## config.mk

```make
export PLATFORM = sky130hd
export DESIGN_NAME = vec_stream_tx
export DESIGN_NICKNAME = d
export VERILOG_FILES = /design/src/rtl/nn_stream_pkg.sv /design/src/rtl/vec_bank_rf.sv /design/src/rtl/vec_stream_tx.sv
export SDC_FILE = /design/constraint.sdc
export NUM_CORES = 1
export LEC_CHECK = 0
export ABC_CLOCK_PERIOD_IN_PS = 2850
export CORE_ASPECT_RATIO = 2
export CORE_UTILIZATION = 59
export CTS_BUF_LIST = sky130_fd_sc_hd__clkbuf_4 sky130_fd_sc_hd__clkbuf_8 sky130_fd_sc_hd__clkbuf_16
export DETAILED_ROUTE_END_ITERATION = 8
export PLACE_DENSITY = 0.79
export SLEW_MARGIN = 10
export SYNTH_ARGS = -nofsm -noshare
export SYNTH_HDL_FRONTEND = slang
export SYNTH_SLANG_ARGS = --single-unit
```

## constraint.sdc

```tcl
create_clock -name clk -period 2.85 [get_ports clk]
set_input_delay 0.4275 -clock clk [delete_from_list [all_inputs] [get_ports clk]]
set_output_delay 0.4275 -clock clk [all_outputs]
set_load 0.01 [all_outputs]
```

## src/rtl/nn_stream_pkg.sv

```systemverilog
// Shared constants and types for the matrix-vector layer input stream.
// Latency: n/a (package only).
// Backpressure: n/a (package only).
// Contents: DATA_W/VEC_N defaults, signed word type, output-register state enum.
package nn_stream_pkg;

   localparam int DATA_W = 16;
   localparam int VEC_N  = 8;

   typedef logic signed [DATA_W-1:0] word_t;

   // Output register of the stream transmitter: empty or holding a valid word.
   typedef enum logic {
      RD_EMPTY = 1'b0,
      RD_HOLD  = 1'b1
   } rd_state_t;

endpackage

```

## src/rtl/vec_bank_rf.sv

```systemverilog
// Two-bank vector register file: 2 x N words, one write port, one read port.
// Latency: write visible after the clock edge; read is combinational.
// Backpressure: none; the caller guarantees a bank is not read and written at once.
// Ports: clk; wr_en/wr_bank/wr_addr/wr_data (sync write); rd_bank/rd_addr -> rd_data.
module vec_bank_rf
   import nn_stream_pkg::*;
#(
   parameter int WIDTH = DATA_W,
   parameter int N     = VEC_N,
   parameter int LOGN  = $clog2(N)
) (
   input  logic             clk,
   input  logic             wr_en,
   input  logic             wr_bank,
   input  logic [LOGN-1:0]  wr_addr,
   input  logic [WIDTH-1:0] wr_data,
   input  logic             rd_bank,
   input  logic [LOGN-1:0]  rd_addr,
   output logic [WIDTH-1:0] rd_data
);

   // Contents are deliberately not reset: a bank is only read after the host
   // has written it and committed it.
   logic [WIDTH-1:0] mem [2][N];

   always_ff @(posedge clk) begin
      if (wr_en) begin
         mem[wr_bank][wr_addr] <= wr_data;
      end
   end

   assign rd_data = mem[rd_bank][rd_addr];

endmodule

```

## src/rtl/vec_stream_tx.sv

```systemverilog
// Ping-pong vector transmitter: host fills/commits banks, block streams words with last.
// Latency: first word valid 2 cycles after the commit cycle; 1 word/cycle sustained.
// Backpressure: m_ready low holds data_out/m_valid; host is held off via wr_ready.
// Ports: clk, reset (sync, active-high); wr_en/wr_addr/wr_data/wr_commit/wr_ready host side;
//        m_valid/m_ready/data_out/last stream side; vec_sent counts accepted vectors.
module vec_stream_tx
   import nn_stream_pkg::*;
#(
   parameter int WIDTH = DATA_W,
   parameter int N     = VEC_N,
   parameter int LOGN  = $clog2(N)
) (
   input  logic             clk,
   input  logic             reset,
   input  logic             wr_en,
   input  logic [LOGN-1:0]  wr_addr,
   input  logic [WIDTH-1:0] wr_data,
   input  logic             wr_commit,
   output logic             wr_ready,
   output logic             m_valid,
   input  logic             m_ready,
   output logic [WIDTH-1:0] data_out,
   output logic             last,
   output logic [15:0]      vec_sent
);

   rd_state_t        state, state_nxt;
   logic [1:0]       full, full_nxt;
   logic             wbank, wbank_nxt;
   logic             rbank, rbank_nxt;
   logic [LOGN-1:0]  ridx, ridx_nxt;
   logic [WIDTH-1:0] data_nxt, rd_data;
   logic             last_nxt;
   logic [15:0]      vec_sent_nxt;
   logic             wr_acc, commit_acc, load, hshake, end_of_vec;

   assign wr_ready   = ~full[wbank];
   assign wr_acc     = wr_en & wr_ready;
   assign commit_acc = wr_commit & wr_ready;
   assign m_valid    = (state == RD_HOLD);
   assign hshake     = m_valid & m_ready;
   // Refill the output register whenever it is free or being drained this
   // cycle; this is what keeps the stream gapless under m_ready=1.
   assign load       = (~m_valid | m_ready) & full[rbank];
   assign end_of_vec = (ridx == LOGN'(N - 1));

   vec_bank_rf #(
      .WIDTH (WIDTH),
      .N     (N),
      .LOGN  (LOGN)
   ) u_rf (
      .clk     (clk),
      .wr_en   (wr_acc),
      .wr_bank (wbank),
      .wr_addr (wr_addr),
      .wr_data (wr_data),
      .rd_bank (rbank),
      .rd_addr (ridx),
      .rd_data (rd_data)
   );

   always_comb begin
      state_nxt    = state;
      full_nxt     = full;
      wbank_nxt    = wbank;
      rbank_nxt    = rbank;
      ridx_nxt     = ridx;
      data_nxt     = data_out;
      last_nxt     = last;
      vec_sent_nxt = vec_sent;

      // Commit only targets a free bank and free only targets a full bank, so
      // both updates to full_nxt can never hit the same bit.
      if (commit_acc) begin
         full_nxt[wbank] = 1'b1;
         wbank_nxt       = ~wbank;
      end

      if (load) begin
         state_nxt = RD_HOLD;
         data_nxt  = rd_data;
         last_nxt  = end_of_vec;
         if (end_of_vec) begin
            // The last word now lives in data_out, so the bank can be handed
            // back to the host without waiting for its handshake.
            ridx_nxt        = '0;
            full_nxt[rbank] = 1'b0;
            rbank_nxt       = ~rbank;
         end else begin
            ridx_nxt = ridx + LOGN'(1);
         end
      end else if (hshake) begin
         state_nxt = RD_EMPTY;
         last_nxt  = 1'b0;
      end

      if (hshake && last) begin
         vec_sent_nxt = vec_sent + 16'd1;
      end
   end

   always_ff @(posedge clk) begin
      if (reset) begin
         state <= RD_EMPTY;
      end else begin
         state <= state_nxt;
      end
   end

   always_ff @(posedge clk) begin
      if (reset) begin
         full     <= '0;
         wbank    <= 1'b0;
         rbank    <= 1'b0;
         ridx     <= '0;
         data_out <= '0;
         last     <= 1'b0;
         vec_sent <= '0;
      end else begin
         full     <= full_nxt;
         wbank    <= wbank_nxt;
         rbank    <= rbank_nxt;
         ridx     <= ridx_nxt;
         data_out <= data_nxt;
         last     <= last_nxt;
         vec_sent <= vec_sent_nxt;
      end
   end

endmodule

```

-- Yosys cells after proc, flatten, opt, wreduce, memory -nomap -nowiden
Memories as Yosys holds them, arrays and structs flattened. A register that Yosys moved wholly into a read port is not among the register bits.
Index checks and enable logic that the tools add are counted.
- bits in registers: 41
- latch bits: 0
- RAM bits: 256
- memory bits (read-only): 0
- output and inout port bits: 35
- logic and storage cells: 63
- memories kept: 1
- add/sub/neg operators: 2
- multiply operators: 0
- divide/modulo/power cells: 0
- $lt $le $gt $ge: 7
- equal/unequal tests: 1
- shift-type cells: 0
- muxes and demuxes: 24
- bitwise operators: 14
- reductions and logical operators: 6
- memory list (name ; words ; bits a word ; rd ports ; clocked after Yosys merged registers in ; write ports ; line ; text):
    u_rf.mem ; 2 ; 128 ; 1 ; 1 ; 1 ; vec_bank_rf.sv:24 ; logic [WIDTH-1:0] mem [2][N];
- operators with widths (operator ; number):
    128-bit two-way mux ; 1
    16-bit binary-select mux with 3-bit select ; 1
    16-bit demux with 3-bit select ; 1
    16-bit two-way mux ; 3
    16-bit by 1-bit adder with 16-bit output (second input constant) ; 1
    1-bit two-way mux ; 12
    4-bit >= comparator (second input constant) ; 2
    3-bit inverter with 4-bit output ; 2
    2-bit two-way mux ; 3
    1-bit AND ; 4
    1-bit logical AND ; 4
    1-bit by 2-bit < comparator with 1-bit output (second input constant) ; 2
    4-bit by 1-bit < comparator with 1-bit output (second input constant) ; 1
    1-bit inverter ; 4
    3-bit by 1-bit adder with 3-bit output (second input constant) ; 1
    3-bit == test (second input constant) ; 1
    3-bit two-way mux ; 1
    2-bit AND ; 1
    1-bit demux with 1-bit select ; 2
    1-bit >= comparator (second input constant) ; 2
    2-bit inverter ; 1
    2-bit OR ; 1
    2-bit AND reduction ; 1
    2-bit nonzero test ; 1
    1-bit OR ; 1

-- Logic depth before layout (Yosys ltp)
- depth in word-level cells: 9
- depth in mapped cells: 8
- gate-level depth less buffers: 5

-- Cells and area by module
A second synthesis with hierarchy kept.
- cell total of the unflattened synthesis: 615
- area, all modules: 11437.2 µm²
- by module, submodules not included (module ; instances ; cells each ; area an instance (µm²) ; sequential area each (µm²)):
    vec_bank_rf ; 1 ; 420 ; 9743.1 ; 7687.4
    vec_stream_tx ; 1 ; 195 ; 1694.1 ; 820.8

-- Worst setup path after synthesis
Ideal clock, no wire load.
- kind: reg2reg
- from: register wbank
- to: memory u_rf.mem[0][112] (netlist bit), enable pin
- setup time: 409 ps
- data arrival time: 2341 ps
- slack: 99 ps
- stages on the path, launching flop included: 5
- cells stage by stage: dfxtp_1 > mux2i_1 > nand2_1 > or3_1 > nor3_1
- cells in the longest elaborated chain, start to end: 6
- ends and longest elaborated chain (what ; line ; text):
    from (decl) ; vec_stream_tx.sv:29 ; logic wbank, wbank_nxt;
    from (signal assigned) ; vec_stream_tx.sv:121 ; wbank <= wbank_nxt;
    1-bit two-way mux (not written as such) (2 in a row) ; vec_stream_tx.sv:37 ; assign wr_ready = ~full[wbank];
    1-bit inverter ; vec_stream_tx.sv:37 ;
    net wr_ready ; vec_stream_tx.sv:19 ; output logic wr_ready,
    1-bit AND ; vec_stream_tx.sv:38 ; assign wr_acc = wr_en & wr_ready;
    1-bit two-way mux ; vec_bank_rf.sv:27 ; if (wr_en) begin
    128-bit two-way mux (not written as such) ; vec_bank_rf.sv:28 ; mem[wr_bank][wr_addr] <= wr_data;
    to (decl) ; vec_bank_rf.sv:24 ;
The timed path passes the listed nets, and every way through them passes these cells. The select of a mux whose other input is x is not followed.

-- Worst setup path after layout
- from: register wbank
- to: output wr_ready
- cells in the longest elaborated chain, start to end: 3
- ends and longest elaborated chain (what ; line):
    1-bit two-way mux (not written as such) (2 in a row) ; vec_stream_tx.sv:37
    1-bit inverter ; vec_stream_tx.sv:37
    to (decl) ; vec_stream_tx.sv:19
Every way passes these cells. The select of a mux whose other input is x is not followed.

==> results.cfg <==
[placement]
globalplace.congestion = 0.807
port_buffers = 58
dp_slack_ns = 0.385
post-dp-hpwl_mm = 14.7

[global_routing]
antenna_found_initial = 0
grtUsageMet2_pct = 44.8
grt_overflow = 0
grt_max_degree = 30
use_met1_pct = 27.4
busiest_layer = met2
groute.usage.overall_pct = 23.9
grt_pass1_wl_mm = 35.0
use_met3_pct = 2.51
grt_pass1_vias = 6296

[power]
combPwrFrac_pct = 5.1
switching_power_w = 0.00171
pwr-share-clk_pct = 37.2
p_leak_nw = 4.23
ir_drop_mv = 0.536
p_sw_share_pct = 20.4
power-per-cell-area_nw_per_um2 = 633
internal-power_w = 0.00670
p_total_w = 0.00841
sequentialPowerShare_pct = 57.8

[synth]
seq_area_frac_synth_pct = 73.9
ys.warnings.count = 0
yosysUniqueCellTypes = 43
yosys.area_share.adder_pct = 0.325
synth_compound_area_share_pct = 3.59
synth.area.top_cells = edfxtp_1 (67%), mux4_2 (9.4%), dfxtp_1 (7.3%)
syn_area_sq_um = 11500
synth_mux_area_share_pct = 13.9
yosysTopAreaCell = edfxtp_1
ys_top_cells_by_count = edfxtp_1 (256), mux2i_1 (51), mux4_2 (48), nor2_1 (46), dfxtp_1 (42)
syn-num-nets = 660
synth_top_flop_cell = edfxtp_1
ys_seq_elements = 298
synth-xor-area-share_pct = 0.683
synth-simple-area-share_pct = 5.81
avgSynthCellArea_sq_um = 18.2
synth_edf_count = 256
synth_top_family_by_area = multiplexers
yosysTopAreaCellShare_pct = 66.6
syn_inst = 633
asyncSetResetFlopFracSynth_pct = 0
synth_most_common_cell = edfxtp_1

[sta]
setup-violations-final = 0
hold_viol = 0
report.final.slew_viol_count = 0
setup_slack_ns = 0.114
period_needed_ns = 2.74
finalSetupTns_ns = 0
timing.final.crit_share_pct = 96.0
relSlewSlack_pct = 55.8
skew_ns = 0.0232
worst_slew_pin_slew_ns = 0.661
fmax_ghz = 0.366
rsz0062_at_grt = false

[critical_path]
max_stage_delay_ns = 0.67
crit_path_cell_trace = mux2i_2 > clkdlybuf4s50_1
crit_slowest_cell = dfxtp_1
cp-start-kind = flop
reg2reg_to = u_rf.mem[1][62]
path_class = flop to output port
cp-end-kind = output port
reg2reg_slack_ns = 0.45
r2r_start = wbank
cp_data_required_time_ns = 2.42
crit_arrival_ns = 2.31
path_max_fanout = 11
worstRegToRegCells = 5

[clock_network]
clock-sinks = 298
cts.htree.levels = 1
clock-root-buffer = clkbuf_16
cts.clk_slew.worst_paths_ns = 0.07
cts_tree = done
clock_latency_ns = 0.54
clock_tree.buffer_depth = 3
numCtsBuffers = 24
post-cts-setup-buffers = 0

[die]
pin_count = 59
die_h_um = 200
rows = 72
die_width_um = 101
core_area_sq_um = 19300
initial_core_util_pct = 59.9
die_area_sq_um = 20200

[route]
routed_via_density = 6.08
wirelength_mm = 22.6
wl_per_cell_um = 22.8
antenna_left = 0
num_vias = 6020
drc_errors = 0
drt_iter0_drc = 459
firstDrtPassIters = 5

[worst_hold_path]
whs_path_depth = 1
min_path_type = flop to flop
hold_end = data_out[5]
min_from = data_out[5]

[final_layout]
drive_gt1_share_pct = 17.1
layout.nets = 742
area_growth_pct = 15.1
insertedDiodeCount = 0

[run]
drv_cap = 0

[status]
status = complete, no violations
[flip-flops by register name, indices dropped and copies added, names as in the netlist, named ones only]
| register | flops |
|---|---|
| data_out | 16 |
| rbank | 1 |
| last | 1 |
| vec_sent | 16 |
| full | 2 |
| ridx | 3 |
| wbank | 1 |
| m_valid | 1 |
| u_rf.mem | 256 |
[cell families (layout without fill, tap and decap cells)]
| group | Yosys count | count (layout) |
|---|---|---|
| AO/OA/AOI/OAI | 55 | 55 |
| adder cells (fa/ha/maj) | 3 | 3 |
| flip-flops | 298 | 298 |
| AND/OR/NAND/NOR | 130 | 130 |
| multiplexers | 100 | 100 |
| XOR/XNOR | 9 | 9 |
| buffers and inverters | 38 | 136 |
[routing by layer]
layer | vias to the layer above | part of all wire (%)
met4 | 0 | 3.0
met5 | - | 0
met1 | 3091 | 36
li1 | 2686 | -
met2 | 194 | 57
met3 | 49 | 4.1
[layout make-up]
cell class	count	area [sq um]
well taps	259	324
inverters	6	22.5
clock inverters	12	91.3
fillers	1267	5990
multi-input cells	297	2830
clock buffers	30	646
flip-flops and latches	298	8530
repair buffers	88	843
[critical path: cells and delay by family, from the launching register on]
kind,cells,cell delay (ns)
buf+inv,1,0.63
flops,1,0.67
mux,1,0.49
[metrics by stage]
stage / hold WS [ns] / instances / utilization [%] / instance area (sq um)
final: 0.481 / 990 / 68.9 / 13300
after global routing: 0.502 / 990 / 68.9 / 13300
after CTS: 0.485 / 990 / 68.9 / 13300
after detailed placement: 0.470 / 948 / 65.1 / 12500
after global placement: 0.455 / 948 / 65.1 / 12500
after floorplan: 0.471 / 633 / - / 11500
[layout by cell type, fill, tap and decap left out, types with 11 or more instances in the layout]
cell type / Yosys / layout
buf_4: 2 / 27
clkdlybuf4s50_1: 0 / 58
mux2i_1: 51 / 50
edfxtp_1: 256 / 256
nor2b_1: 17 / 17
clkbuf_16: 0 / 24
nor3_1: 20 / 16
nand2_1: 11 / 11
a21oi_1: 13 / 13
dfxtp_1: 42 / 39
mux4_2: 48 / 48
a211o_1: 15 / 15
nor2_1: 46 / 46
a22o_1: 15 / 15
[worst max-delay path by stage]
stage / depth (start not counted) / to / start
global route: 2 / wr_ready / wbank
CTS: 2 / wr_ready / wbank
global placement: 5 / u_rf.mem[1][57] / wbank
finish: 2 / wr_ready / wbank
floorplan: 4 / u_rf.mem[0][112] / wbank
detailed placement: 5 / u_rf.mem[0][120] / wbank
[power groups by stage]
stage | Clock (W) | Sequential (W) | Combinational [W]
floorplan | 0 | 0.00493 | 0.000219
global placement | 0 | 0.00494 | 0.000407
detailed placement | 0 | 0.00495 | 0.000424
CTS | 0.00319 | 0.00486 | 0.000429
global route | 0.00332 | 0.00486 | 0.000457
finish | 0.00313 | 0.00486 | 0.000428
[repair_timing]
| action | 4_1_cts | 5_1_grt |
|---|---|---|
| endpoints found under the setup margin | 1 | 0 |
| hold buffers | 0 | 0 |
| endpoints found under the hold margin | 0 | 0 |
| gates resized for setup | 1 | 0 |
Power figures use the tool's default switching activity.
